## src/rtl/param_vending.sv

```systemverilog
// Parameterised vending controller: coin credit, per-item stock, one-cycle vend,
// greedy dime/nickel change return and a done handshake.
module param_vending #(
  parameter int N_ITEMS    = 4,
  parameter int SEL_W      = 2,
  parameter int CREDIT_W   = 8,
  parameter logic [N_ITEMS*CREDIT_W-1:0] PRICES = {8'd40, 8'd30, 8'd20, 8'd15},
  parameter int MAX_CREDIT = 100,
  parameter int STOCK_W    = 4,
  parameter int STOCK_INIT = 3
) (
  input  logic                clk,
  input  logic                reset,
  input  logic                nickel,
  input  logic                dime,
  input  logic                quarter,
  input  logic [SEL_W-1:0]    sel,
  input  logic                vend_req,
  input  logic                cancel,
  input  logic                restock,
  output logic [CREDIT_W-1:0] credit,
  output logic                dispense,
  output logic [SEL_W-1:0]    item_out,
  output logic                ret_dime,
  output logic                ret_nickel,
  output logic                done,
  output logic                busy,
  output logic [N_ITEMS-1:0]  sold_out,
  output logic                reject_coin,
  output logic                err_funds,
  output logic                err_sold
);

  localparam logic [1:0] IDLE   = 2'd0;
  localparam logic [1:0] VEND   = 2'd1;
  localparam logic [1:0] CHANGE = 2'd2;
  localparam logic [1:0] DONE   = 2'd3;

  localparam logic [CREDIT_W:0]   MAX_C = (CREDIT_W+1)'(MAX_CREDIT);
  localparam logic [CREDIT_W-1:0] FIVE  = CREDIT_W'(5);
  localparam logic [CREDIT_W-1:0] TEN   = CREDIT_W'(10);

  logic [1:0]          state;
  logic [SEL_W-1:0]    sel_q;
  logic [STOCK_W-1:0]  stock [N_ITEMS];

  logic [2:0]          coin_vec;
  logic                coin_any;
  logic                coin_one;
  logic [CREDIT_W-1:0] coin_val;
  logic [CREDIT_W:0]   credit_sum;
  logic                coin_fits;
  logic [STOCK_W-1:0]  sel_stock;
  logic [CREDIT_W-1:0] sel_price;
  logic [CREDIT_W-1:0] q_price;
  logic                restock_now;

  assign coin_vec    = {quarter, dime, nickel};
  assign coin_any    = |coin_vec;
  assign coin_one    = coin_any && ((coin_vec & (coin_vec - 3'd1)) == 3'd0);
  assign credit_sum  = {1'b0, credit} + {1'b0, coin_val};
  assign coin_fits   = credit_sum <= MAX_C;
  assign busy        = (state != IDLE);
  assign restock_now = (state == IDLE) && !cancel && !vend_req && restock;

  // An out-of-range select never matches, so it reads as zero stock and is refused.
  always_comb begin
    coin_val  = '0;
    sel_stock = '0;
    sel_price = '0;
    q_price   = '0;
    sold_out  = '0;
    if (nickel)  coin_val = FIVE;
    if (dime)    coin_val = TEN;
    if (quarter) coin_val = CREDIT_W'(25);
    for (int i = 0; i < N_ITEMS; i++) begin
      sold_out[i] = (stock[i] == '0);
      if (sel == SEL_W'(i)) begin
        sel_stock = stock[i];
        sel_price = PRICES[i*CREDIT_W +: CREDIT_W];
      end
      if (sel_q == SEL_W'(i)) q_price = PRICES[i*CREDIT_W +: CREDIT_W];
    end
  end

  always_ff @(posedge clk or negedge reset) begin
    if (!reset) begin
      for (int i = 0; i < N_ITEMS; i++) stock[i] <= STOCK_W'(STOCK_INIT);
    end else begin
      for (int i = 0; i < N_ITEMS; i++) begin
        if (restock_now)
          stock[i] <= STOCK_W'(STOCK_INIT);
        else if (state == VEND && sel_q == SEL_W'(i) && stock[i] != '0)
          stock[i] <= stock[i] - 1'b1;
      end
    end
  end

  always_ff @(posedge clk or negedge reset) begin
    if (!reset) begin
      state       <= IDLE;
      credit      <= '0;
      sel_q       <= '0;
      item_out    <= '0;
      dispense    <= 1'b0;
      ret_dime    <= 1'b0;
      ret_nickel  <= 1'b0;
      done        <= 1'b0;
      reject_coin <= 1'b0;
      err_funds   <= 1'b0;
      err_sold    <= 1'b0;
    end else begin
      dispense    <= 1'b0;
      ret_dime    <= 1'b0;
      ret_nickel  <= 1'b0;
      done        <= 1'b0;
      reject_coin <= 1'b0;
      err_funds   <= 1'b0;
      err_sold    <= 1'b0;
      case (state)
        IDLE: begin
          if (cancel) begin
            reject_coin <= coin_any;
            if (credit != '0) state <= CHANGE;
          end else if (vend_req) begin
            reject_coin <= coin_any;
            if (sel_stock == '0)
              err_sold <= 1'b1;
            else if (credit < sel_price)
              err_funds <= 1'b1;
            else begin
              sel_q <= sel;
              state <= VEND;
            end
          end else if (restock) begin
            reject_coin <= coin_any;
          end else if (coin_any) begin
            if (coin_one && coin_fits) credit <= credit_sum[CREDIT_W-1:0];
            else                       reject_coin <= 1'b1;
          end
        end
        VEND: begin
          reject_coin <= coin_any;
          dispense    <= 1'b1;
          item_out    <= sel_q;
          credit      <= credit - q_price;
          state       <= (credit != q_price) ? CHANGE : DONE;
        end
        CHANGE: begin
          reject_coin <= coin_any;
          if (credit >= TEN) begin
            ret_dime <= 1'b1;
            credit   <= credit - TEN;
            if (credit == TEN) state <= DONE;
          end else if (credit >= FIVE) begin
            ret_nickel <= 1'b1;
            credit     <= credit - FIVE;
            if (credit == FIVE) state <= DONE;
          end else begin
            state <= DONE;
          end
        end
        DONE: begin
          reject_coin <= coin_any;
          done        <= 1'b1;
          state       <= IDLE;
        end
        default: state <= IDLE;
      endcase
    end
  end

endmodule

```

## config.mk

```make
export PLATFORM = sky130hd
export DESIGN_NAME = param_vending
export DESIGN_NICKNAME = d
export VERILOG_FILES = /design/src/rtl/param_vending.sv
export SDC_FILE = /design/constraint.sdc
export NUM_CORES = 1
export LEC_CHECK = 0
export ABC_AREA = 1
export BUFFER_PORTS_ARGS = -buffer_cell sky130_fd_sc_hd__buf_2
export CAP_MARGIN = 20
export CORE_MARGIN = 1
export CORE_UTILIZATION = 46
export CTS_BUF_LIST = sky130_fd_sc_hd__clkbuf_16
export DETAILED_ROUTE_END_ITERATION = 16
export PLACE_DENSITY = 0.67
export SLEW_MARGIN = 20
export SYNTH_ARGS = -nofsm -noshare
export SYNTH_HDL_FRONTEND = slang
export SYNTH_SLANG_ARGS = --single-unit
```

## constraint.sdc

```tcl
create_clock -name clk -period 2.1 [get_ports clk]
set_input_delay 0.42 -clock clk [delete_from_list [all_inputs] [get_ports clk]]
set_output_delay 0.42 -clock clk [all_outputs]
set_load 0.005 [all_outputs]
```

==> metrics <==
final hold vios=0; crit path cell chain=buf_2, nor2_4, inv_4, nor2_4, ha_4, nand2_2, nand2_2, inv_2, nand2_1, nand2_2, nand2_2, nand2_1, nand2_2, nor2_4, nand3_4, nand2_8, nand2_2, nand2_1, nand2_1; Clock Latency Late Sink=0.28 ns; all-layer global routing usage=24.1%; most common cell after layout, fill and taps aside=nand2_1; mux contribution to synthesized area=0%; area delta synth->final=29.9%; asr flop ratio synth=100%; chip height=87.0 µm; CTS clock-pin slew for the worst setup and hold paths=around 0.060 ns; fin cells=640; drt total wl=9220 µm; clk buf depth=2; CTS Buf Count=5; GP Congestion=0.890; CTS tree=yes; CP Depth=19; Top delay family on crit path=simple AND/OR/NAND/NOR gates; H-tree depth=2; #FFs+latches synth=37; Multi-input gate area=2270 µm²; Initial Utilization=48.2%; commonest cells after routing, fill and taps aside=86 x nand2_1, 64 x inv_1, 45 x buf_4, 38 x nand3_1, 35 x ha_1; hold bufs inserted after CTS=0; GR Overflow Total=0; routed length on met2=4350 µm; worst setup margin=0.0320 ns; status=complete, no violations; DIE AREA=7570 µm²; met1 wire length=around 4200 µm; skew final=0.00694 ns; Iter 0 DRT Violations=243; Worst Tran Pin Value=0.519 ns; CTS root buf=clkbuf_16; Post-DP HPWL=6800 µm; Worst Path Buf+Inv=3; area of placed instances=3890 µm²; first-pass GRT wire length=14,100 µm; Post-Synth Simple-Gate Area=30.7%; cell area after synthesis=~3300 µm²; DRC=0; Top cell by count, worst path=nand2_2; max layer used=met4; Top FF cell, synth=dfrtp_1; syn_nets=520; synth unique cells=40; startpoint types=primary input; Fin Hold WS=0.0981 ns; number of global-route vias before repair=3,006; initial antenna violation count=0; fin crit period=2.07 ns; routed len/inst=about 14 µm; synthesized instance count=464; FF/Latch Area=936 µm²; # IOs=32; worst hold path type=in -> async; TNS Setup=0 ns; Synth warnings=0; sequential element share of the synthesized area=28.1%; relative slew slack=65.4%; main combinational cell family by area after synthesis=simple AND/OR/NAND/NOR gates; Max Clk Rate=484 MHz; Placed Instances=626; crit path max fanout=12; Setup violations, final=0; final-stage net count=between 500 and 600; Pwr Density=1700 nW/µm²; unrepaired setup endpoints after global routing=yes; CP endpoint kind=flop; Max Cap Viol=0; Synth Area in Adders=17.8%; via-per-instance ratio=5.23; Synth Area in Compound Gates=between 10% and 20%; reg2reg path depth=13; port bufs=31; Worst path slowest cell=ha_4; Mean Syn Cell Area=7.17 µm²; Final Max Slew Viols=0; worst vdd ir=approximately 0.00076 V; arrival time at the worst endpoint=2.24 ns; Post-synth EDFFs=0; Clock Sinks=37; Placeable Area=slightly below 7000 µm²; critical path class=in -> reg; Antenna Cells=0; largest net degree at the start of global routing=20; Std-Cell Rows=30; FF-to-FF setup slack=about 0.05 ns; share of layout cells above drive strength 1=slightly below 30%; Pleak=between 2 and 2.5 nW; fin area=4320 µm²; routed wl met3=518 µm; DR pass1 iterations=5; XOR/XNOR Fraction of Synth Area=1.32%; Routed Antenna Nets=0; max incr delay on CP=0.23 ns; Critical Path RT=2.27 ns; Setup WS pre-CTS=-0.381 ns; Die W=87.0 µm; vias=3,346; final worst path period share=approximately 100%; Fill cells=617
==> layout make-up <==
type                       instances  share of cell area (%)
multi-input combinational        343                    52.6
sequential                        37                    21.7
timing repair buffer              78                    12.1
inverter                          78                    6.84
clock buffer                       5                    2.90
tap                               96                    2.78
clock inverter                     3                    1.07
==> sequential cells by signal, summed over array words and instances (netlist names) <==
name         cells
credit           8
dispense         1
done             1
err_funds        1
err_sold         1
item_out         2
reject_coin      1
ret_dime         1
ret_nickel       1
sel_q            2
state            2
stock           16
==> kinds of logic after synthesis <==
logic type | count (synthesis)
xor+xnor | 5
buf+inv | 84
fa+ha+maj | 46
flops | 37
compound gates | 74
simple gates | 218
==> routing by layer <==
layer	up-vias	global-route usage, %
met1	1539	33.9
met4	0	5.15
met2	110	39.5
li1	1681	-
met5	-	0
met3	16	3.13
==> synth_stat cells, drive strengths merged, types with 3 or more instances <==
cell / number / area, µm²
nor3: 16 / 85.1
o21ai: 36 / 180
xor2: 4 / 35.0
a21oi: 26 / 130
nand3: 46 / 248
ha: 44 / 551
buf: 4 / 33.8
nor2: 41 / 201
o211ai: 3 / 22.5
dfstp: 8 / 210
nand4: 8 / 50.1
inv: 78 / 293
nand2: 102 / 403
dfrtp: 29 / 726
==> per-stage QoR <==
step                      utilization (%)  power (mW)
final                                62.5        7.34
after floorplan                         -        4.25
after detailed placement             56.3        5.76
after CTS                            58.9        6.71
after global placement               56.3        5.69
after global routing                 62.5        7.96
==> report_power, final <==
| group | total (mW) | switching, mW | internal (mW) |
|---|---|---|---|
| clock network | 0.889 | 0.326 | 0.563 |
| registers | 1.36 | 0.281 | 1.08 |
| logic | 5.09 | 2.92 | 2.16 |
| total | 7.34 | 3.53 | 3.81 |
==> worst paths after layout <==
check                                  from     endpoint
max in group asynchronous             reset     stock[5]
worst min register to register  item_out[0]  item_out[0]
worst max register to register     sel_q[0]     state[0]
worst max-delay path                   dime    credit[0]
worst min-delay path                  reset     ret_dime
min in group clk                     sel[1]     sel_q[1]
==> what timing repair did <==
| item | 4_1_cts | 5_1_grt |
|---|---|---|
| setup buffers | 0 | 6 |
| pin swaps | 0 | 22 |
| setup endpoints to repair | 8 | 11 |
| resized for setup | 4 | 49 |
Power figures use the tool's default switching activity.
